[src/rtl/router_1xn.sv]
// router_1xn: byte-serial 1-to-N packet router with one FIFO per channel.
// Header byte holds the channel address (low bits) and the payload length (high bits).
// Ports:
//   clock, reset        clock and synchronous active-high reset
//   pkt_valid, data_in  packet byte stream from the source
//   read_enb            per-channel pop request
//   data_out            registered channel heads, channel i at [i*DATA_W +: DATA_W]
//   vld_out             per-channel FIFO non-empty flag
//   soft_reset          per-channel one-cycle flush pulse
//   busy                input byte held back this cycle
//   err                 last packet had bad parity, length or address
// Option: defining ROUTER_SOFT_RESET_EN enables the per-channel idle-read timeout flush.
module router_1xn #(
  parameter int DATA_W     = 8,
  parameter int N_PORTS    = 3,
  parameter int FIFO_DEPTH = 16,
  parameter int TIMEOUT    = 30
) (
  input  logic                        clock,
  input  logic                        reset,
  input  logic                        pkt_valid,
  input  logic [DATA_W-1:0]           data_in,
  input  logic [N_PORTS-1:0]          read_enb,
  output logic [N_PORTS*DATA_W-1:0]   data_out,
  output logic [N_PORTS-1:0]          vld_out,
  output logic [N_PORTS-1:0]          soft_reset,
  output logic                        busy,
  output logic                        err
);

  localparam int ADDR_W = (N_PORTS > 2) ? $clog2(N_PORTS) : 1;
  localparam int LEN_W  = DATA_W - ADDR_W;
  localparam int AW     = $clog2(FIFO_DEPTH);
  localparam int PTR_W  = AW + 1;
  localparam int SLOTS  = 1 << ADDR_W;
  localparam logic [ADDR_W:0] NP = (ADDR_W+1)'(N_PORTS);

  typedef enum logic [1:0] {
    IDLE,
    LOAD,
    DROP
  } state_t;

  state_t state, state_n;

  logic [ADDR_W-1:0] hdr_addr;
  logic [LEN_W-1:0]  hdr_len;
  logic              hdr_bad;
  logic [ADDR_W-1:0] tgt;
  logic [LEN_W-1:0]  len_q;
  logic [LEN_W:0]    cnt;
  logic [DATA_W-1:0] par;

  // Flag vectors are padded to a power of two so the
  // address can index them directly; pad slots are inert.
  logic [SLOTS-1:0]  empty;
  logic [SLOTS-1:0]  full;
  logic [SLOTS-1:0]  flush;

  logic              wr_en;
  logic [ADDR_W-1:0] wr_sel;
  logic              take_hdr;
  logic              take_byte;
  logic              take_par;
  logic              drop_par;

  assign hdr_addr = data_in[ADDR_W-1:0];
  assign hdr_len  = data_in[DATA_W-1:ADDR_W];
  assign hdr_bad  = {1'b0, hdr_addr} >= NP;

  always_ff @(posedge clock) begin
    if (reset) state <= IDLE;
    else       state <= state_n;
  end

  always_comb begin
    state_n   = state;
    busy      = 1'b0;
    wr_en     = 1'b0;
    wr_sel    = tgt;
    take_hdr  = 1'b0;
    take_byte = 1'b0;
    take_par  = 1'b0;
    drop_par  = 1'b0;
    unique case (state)
      IDLE: begin
        if (pkt_valid) begin
          if (hdr_bad) begin
            state_n = DROP;
          end else if (!empty[hdr_addr]) begin
            // Never start a packet behind another one.
            busy = 1'b1;
          end else begin
            take_hdr = 1'b1;
            wr_en    = 1'b1;
            wr_sel   = hdr_addr;
            state_n  = LOAD;
          end
        end
      end
      LOAD: begin
        busy = full[tgt];
        if (!full[tgt]) begin
          wr_en = 1'b1;
          if (pkt_valid) begin
            take_byte = 1'b1;
          end else begin
            take_par = 1'b1;
            state_n  = IDLE;
          end
        end
        // Target flushed mid-packet: rest of it is garbage.
        if (flush[tgt]) begin
          if (take_par) begin
            take_par = 1'b0;
            drop_par = 1'b1;
          end else begin
            state_n = DROP;
          end
        end
      end
      DROP: begin
        if (!pkt_valid) begin
          drop_par = 1'b1;
          state_n  = IDLE;
        end
      end
      default: state_n = IDLE;
    endcase
  end

  always_ff @(posedge clock) begin
    if (reset) begin
      tgt   <= '0;
      len_q <= '0;
      cnt   <= '0;
      par   <= '0;
      err   <= 1'b0;
    end else begin
      if (take_hdr) begin
        tgt   <= hdr_addr;
        len_q <= hdr_len;
        cnt   <= '0;
        par   <= data_in;
        err   <= 1'b0;
      end
      if (take_byte) begin
        par <= par ^ data_in;
        // Saturate so an overlong packet cannot wrap to a match.
        if (cnt != '1) cnt <= cnt + 1'b1;
      end
      if (take_par) begin
        err <= (par != data_in) || (cnt != {1'b0, len_q});
      end
      if (drop_par) err <= 1'b1;
    end
  end

  for (genvar i = 0; i < SLOTS; i++) begin : g_ch
    if (i < N_PORTS) begin : g_real
      logic [DATA_W-1:0] mem [FIFO_DEPTH];
      logic [PTR_W-1:0]  wp;
      logic [PTR_W-1:0]  rp;
      logic [DATA_W-1:0] dq;
      logic              wr;
      logic              rd;

      assign empty[i] = (wp == rp);
      assign full[i]  = (wp[AW] != rp[AW]) &&
                        (wp[AW-1:0] == rp[AW-1:0]);
      assign wr = wr_en && (wr_sel == ADDR_W'(i)) && !flush[i];
      assign rd = read_enb[i] && !empty[i] && !flush[i];

      always_ff @(posedge clock) begin
        if (wr) mem[wp[AW-1:0]] <= data_in;
      end

      always_ff @(posedge clock) begin
        if (reset) begin
          wp <= '0;
          rp <= '0;
          dq <= '0;
        end else if (flush[i]) begin
          wp <= '0;
          rp <= '0;
        end else begin
          if (wr) wp <= wp + 1'b1;
          if (rd) begin
            dq <= mem[rp[AW-1:0]];
            rp <= rp + 1'b1;
          end
        end
      end

      assign data_out[i*DATA_W +: DATA_W] = dq;
      assign vld_out[i] = !empty[i];

`ifdef ROUTER_SOFT_RESET_EN
      localparam int TW = $clog2(TIMEOUT + 1);
      logic [TW-1:0] tc;
      logic          sr;

      // sr is raised in the cycle the idle count reaches
      // TIMEOUT; the flush takes effect on the following edge.
      always_ff @(posedge clock) begin
        if (reset) begin
          tc <= '0;
          sr <= 1'b0;
        end else if (sr) begin
          tc <= '0;
          sr <= 1'b0;
        end else if (vld_out[i] && !read_enb[i]) begin
          tc <= tc + 1'b1;
          sr <= (tc == TW'(TIMEOUT - 1));
        end else begin
          tc <= '0;
        end
      end

      assign soft_reset[i] = sr;
      assign flush[i]      = sr;
`else
      assign soft_reset[i] = 1'b0;
      assign flush[i]      = 1'b0;
`endif
    end else begin : g_pad
      assign empty[i] = 1'b1;
      assign full[i]  = 1'b0;
      assign flush[i] = 1'b0;
    end
  end

endmodule

[config.mk]
export PLATFORM = sky130hd
export DESIGN_NAME = router_1xn
export DESIGN_NICKNAME = d
export VERILOG_FILES = /design/src/rtl/router_1xn.sv
export SDC_FILE = /design/constraint.sdc
export NUM_CORES = 1
export LEC_CHECK = 0
export ABC_CLOCK_PERIOD_IN_PS = 2900
export BUFFER_PORTS_ARGS = -buffer_cell sky130_fd_sc_hd__buf_2
export CAP_MARGIN = 20
export CORE_ASPECT_RATIO = 1.75
export CORE_MARGIN = 5
export CORE_UTILIZATION = 55
export DETAILED_ROUTE_END_ITERATION = 6
export PLACE_DENSITY = 0.74
export SKIP_LAST_GASP = 1
export SYNTH_ARGS = -nofsm -noshare
export SYNTH_HDL_FRONTEND = slang
export SYNTH_SLANG_ARGS = --single-unit
[constraint.sdc]
create_clock -name clock -period 2.9 [get_ports clock]
set_input_delay 0.145 -clock clock [delete_from_list [all_inputs] [get_ports clock]]
set_output_delay 0.145 -clock clock [all_outputs]
set_load 0.1 [all_outputs]
==> results by group <==
Critical path
  • Worst EP required: approximately 3.3 ns
  • FF-to-FF Start: state[0]$_SDFFE_PP0P_
  • Worst Path Arrival: approximately 3.2 ns
  • R2r endpoint: g_ch[2].g_real.wp[4]$_SDFFE_PP0P_
  • Setup slack, reg-to-reg: between 0.1 and 0.15 ns
  • Setup CP Type: flip-flop to flip-flop
  • CP max FO: 11
  • Crit end category: flip-flop
  • CP Launch Type: flip-flop
  • R2R cell count: 10

Drt
  • DRC: 0
  • Pre-Repair DR Iteration Count: 4
  • Final wirelength: 40.6 mm
  • Vias post-DR: around 9700
  • Avg Vias per Cell: just under 6
  • Avg WL per Cell: around 25 um
  • Detailed Route Iter0 Violations: between 600 and 700
  • Antenna Violating Nets Remaining: 0

Synth
  • Post-Synthesis Cell Area: between 15000 and 20000 um^2
  • Synth area leaders: edfxtp_1, mux4_2, dfxtp_1
  • Synthesized area per cell: 17.5 um^2
  • FFs w/ async S/R, synth: 0%
  • EDFF count, synth: approximately 380
  • Yosys top cell area share: about three fifths
  • Cell count after synthesis: between 1000 and 1500
  • Seq/Total Area, Yosys: between 60% and 70%
  • Synth area leader: edfxtp_1
  • Ys flop type: edfxtp_1
  • Warnings from Yosys: 0
  • Cell variety after synth: 54
  • Flops & latches, synth: 464

Global route
  • Met2 Use GR: 39.6%
  • Pin count of the biggest net entering global routing: 71
  • GRT Resource Usage Total: between 20% and 30%
  • Gr ovfl total: 0
  • Busiest grt layer: met2
  • First-pass GRT wire length: ~62 mm
  • Number of global-route vias before repair: roughly 10000
  • Global routing usage on met3: under 10%
  • Initial antenna violation count: 0
  • Met1 Use GR: between 20% and 30%

Worst hold path
  • Hold Crit Class: input port to flip-flop
  • Hold path cells: 3
  • Hold endpoint: err$_SDFFE_PP0P_
  • Worst hold start: pkt_valid

Floorplan
  • Die span in x: about 150 um
  • Row count: 89
  • Die Area: ~38000 um^2
  • Starting Density: 55.8%
  • Core Area: about 34000 um^2
  • Die height: ~250 um
  • I/O Pins: 46

STA
  • Setup violators final: 0
  • Slew @ Worst Pin: about 0.79 ns
  • Final min period: 2.77 ns
  • Peak Freq: approximately 360 MHz
  • Slew HR: a little under half
  • Final Cycle Share: between 90% and 100%
  • Final Hold Fails: 0
  • Slew Limit Fails: 0
  • Layout Skew: ~0.021 ns

Placed design
  • GPL Wtd Cong: 0.919
  • I/O Buffers: between 40 and 50
  • Placed cell area: 19700 um^2
  • DP HPWL: ~27 mm
  • DP Cell Count: between 1500 and 2000

Cells and area
  • Area growth syn-to-layout: 12.0%
  • Final instance area: 21100 um^2
  • Commonest non-fill, non-tap cells in the layout: edfxtp_1, mux4_2, dfxtp_1, nand2_1, buf_4
  • Share of cells above drive strength 1: about a quarter
  • Ant. Diodes: 0
  • Most common cell after layout, fill and taps aside: edfxtp_1
  • Final Util: a little over three fifths
  • Post-layout net count: ~1200
  • Final non-filler cell total: roughly 1600

Pwr
  • Pwr Density: roughly 760 nW/um^2
  • Lkg Pwr: between 0.007 and 0.008 uW
  • Total power: around 16000 uW
  • Worst VDD drop: 0.913 mV

Clocking
  • Max H-tree Level: 2
  • Clock Path Buffers: 3
  • Clock latency on the worst-skew pair: 0.54 ns
  • Root Driver: clkbuf_16
  • Num Clock Sinks: ~460
  • Clock transition at path regs: ~0.07 ns
  • CTS buffer count: 40
  • Post CTS Setup Buffer Count: 0
  • CTS tree: built

Run
  • Max-Cap Viols: 0

Status
  • Status: complete, no violations
cell families (layout without fill, tap and decap cells):
group / count (synthesis) / after routing / synth area share (%)
flops: 464 / 464 / 69.8
simple gates: 249 / 249 / 6.78
mux: 139 / 139 / 15.5
buf+inv: 81 / 184 / 2.01
compound gates: 78 / 78 / 2.55
xor+xnor: 46 / 46 / 2.14
fa+ha+maj: 19 / 19 / 1.26
other cells: 1 / 3 / 0.0199
synth_stat cells (2+ instances only):
| cell | instances |
|---|---|
| o21ai_0 | 12 |
| nor4_2 | 2 |
| buf_1 | 4 |
| mux2i_1 | 10 |
| or2_2 | 2 |
| nor2b_1 | 18 |
| buf_2 | 18 |
| clkbuf_2 | 3 |
| and3_4 | 3 |
| xnor2_1 | 26 |
| a22oi_1 | 2 |
| nor4_1 | 2 |
| mux2_4 | 3 |
| xor2_1 | 20 |
| dfxtp_1 | 80 |
| inv_1 | 17 |
| a21o_1 | 2 |
| and3_1 | 46 |
| nor3_1 | 13 |
| nand2_1 | 74 |
| buf_6 | 4 |
| ha_1 | 19 |
| a221oi_1 | 2 |
| clkbuf_1 | 30 |
| nor2_1 | 44 |
| nand2b_1 | 3 |
| a21oi_1 | 41 |
| edfxtp_1 | 384 |
| mux2_2 | 6 |
| buf_4 | 5 |
| nand3_1 | 15 |
| and2_1 | 8 |
| o31ai_1 | 2 |
| mux4_2 | 120 |
| a31oi_1 | 3 |
| nand4_1 | 14 |
| o211a_1 | 3 |
report_power, final:
part / leakage, uW / internal (uW) / switching, uW
clock: 0.000647 / 3100 / 2290
sequential: 0.00410 / 7440 / 128
combinational: 0.00225 / 1040 / 1990
total: 0.00700 / 11600 / 4410
worst max path at each step:
stage,startpoint,endpoint,slack (ns),cells after the start
after floorplan,g_ch[2].g_real.rp[0]$_SDFFE_PP0P_,busy,0.02,8
after global placement,state[0]$_SDFFE_PP0P_,g_ch[2].g_real.mem[0][6]$_DFFE_PP_,0.22,8
after detailed placement,g_ch[0].g_real.wp[1]$_SDFFE_PP0P_,g_ch[0].g_real.mem[11][4]$_DFFE_PP_,0.07,8
after CTS,g_ch[0].g_real.wp[1]$_SDFFE_PP0P_,g_ch[0].g_real.mem[11][7]$_DFFE_PP_,0.04,8
after global routing,g_ch[0].g_real.wp[2]$_SDFFE_PP0P_,g_ch[2].g_real.mem[3][7]$_DFFE_PP_,-0.007,9
final,state[0]$_SDFFE_PP0P_,g_ch[2].g_real.wp[4]$_SDFFE_PP0P_,0.13,10
metrics by stage:
step,hold WS (ns),TNS (ns),setup slack (ns)
6_report,0.0576,0,0.126
5_1_grt,0.0595,-0.0496,-0.00729
4_1_cts,0.0321,0,0.0404
3_5_place_dp,0.444,0,0.0710
3_3_place_gp,0.439,0,0.215
2_1_floorplan,0.244,0,0.0179
critical path, cell delays in order (launching register included):
cell      delay (ns)
dfxtp_1         0.36
inv_1           0.07
ha_1            0.25
and3b_1         0.22
and3_1          0.23
a22oi_1         0.26
nand2b_1        0.20
o221a_1         0.34
buf_4           0.19
and3_4          0.23
mux2_4          0.31
area by class of cell:
type                       instances  area (um^2)
multi-input combinational        534         5370
inverter                          17         63.8
sequential                       464        13100
tap                              455          569
timing repair buffer              94          621
clock inverter                    17          193
clock buffer                      56         1130
fill                            2370        12700
metal layers:
layer / routed length [um] / share of wire, % / vias to the layer above
met1: 14800 / 36 / 4922
li1: - / - / 4353
met5: 0 / 0 / -
met3: 1670 / 4.1 / 97
met2: 22100 / 54 / 302
met4: 2060 / 5.1 / 0
sequential cells by signal (all words and copies together), names as in the netlist:
register and flops:
par 8, g_ch.g_real.mem 384, g_ch.g_real.wp 15, g_ch.g_real.dq 24, err 1, len_q 6, g_ch.g_real.rp 15, state 2
cnt 7, tgt 2
what timing repair did:
action | CTS | global route
hold buffers | 1 | 0
resized for setup | 0 | 15
endpoints found under the setup margin | 0 | 295
endpoints found under the hold margin | 7 | 0
Note: power is estimated with default switching activity, not from simulation.
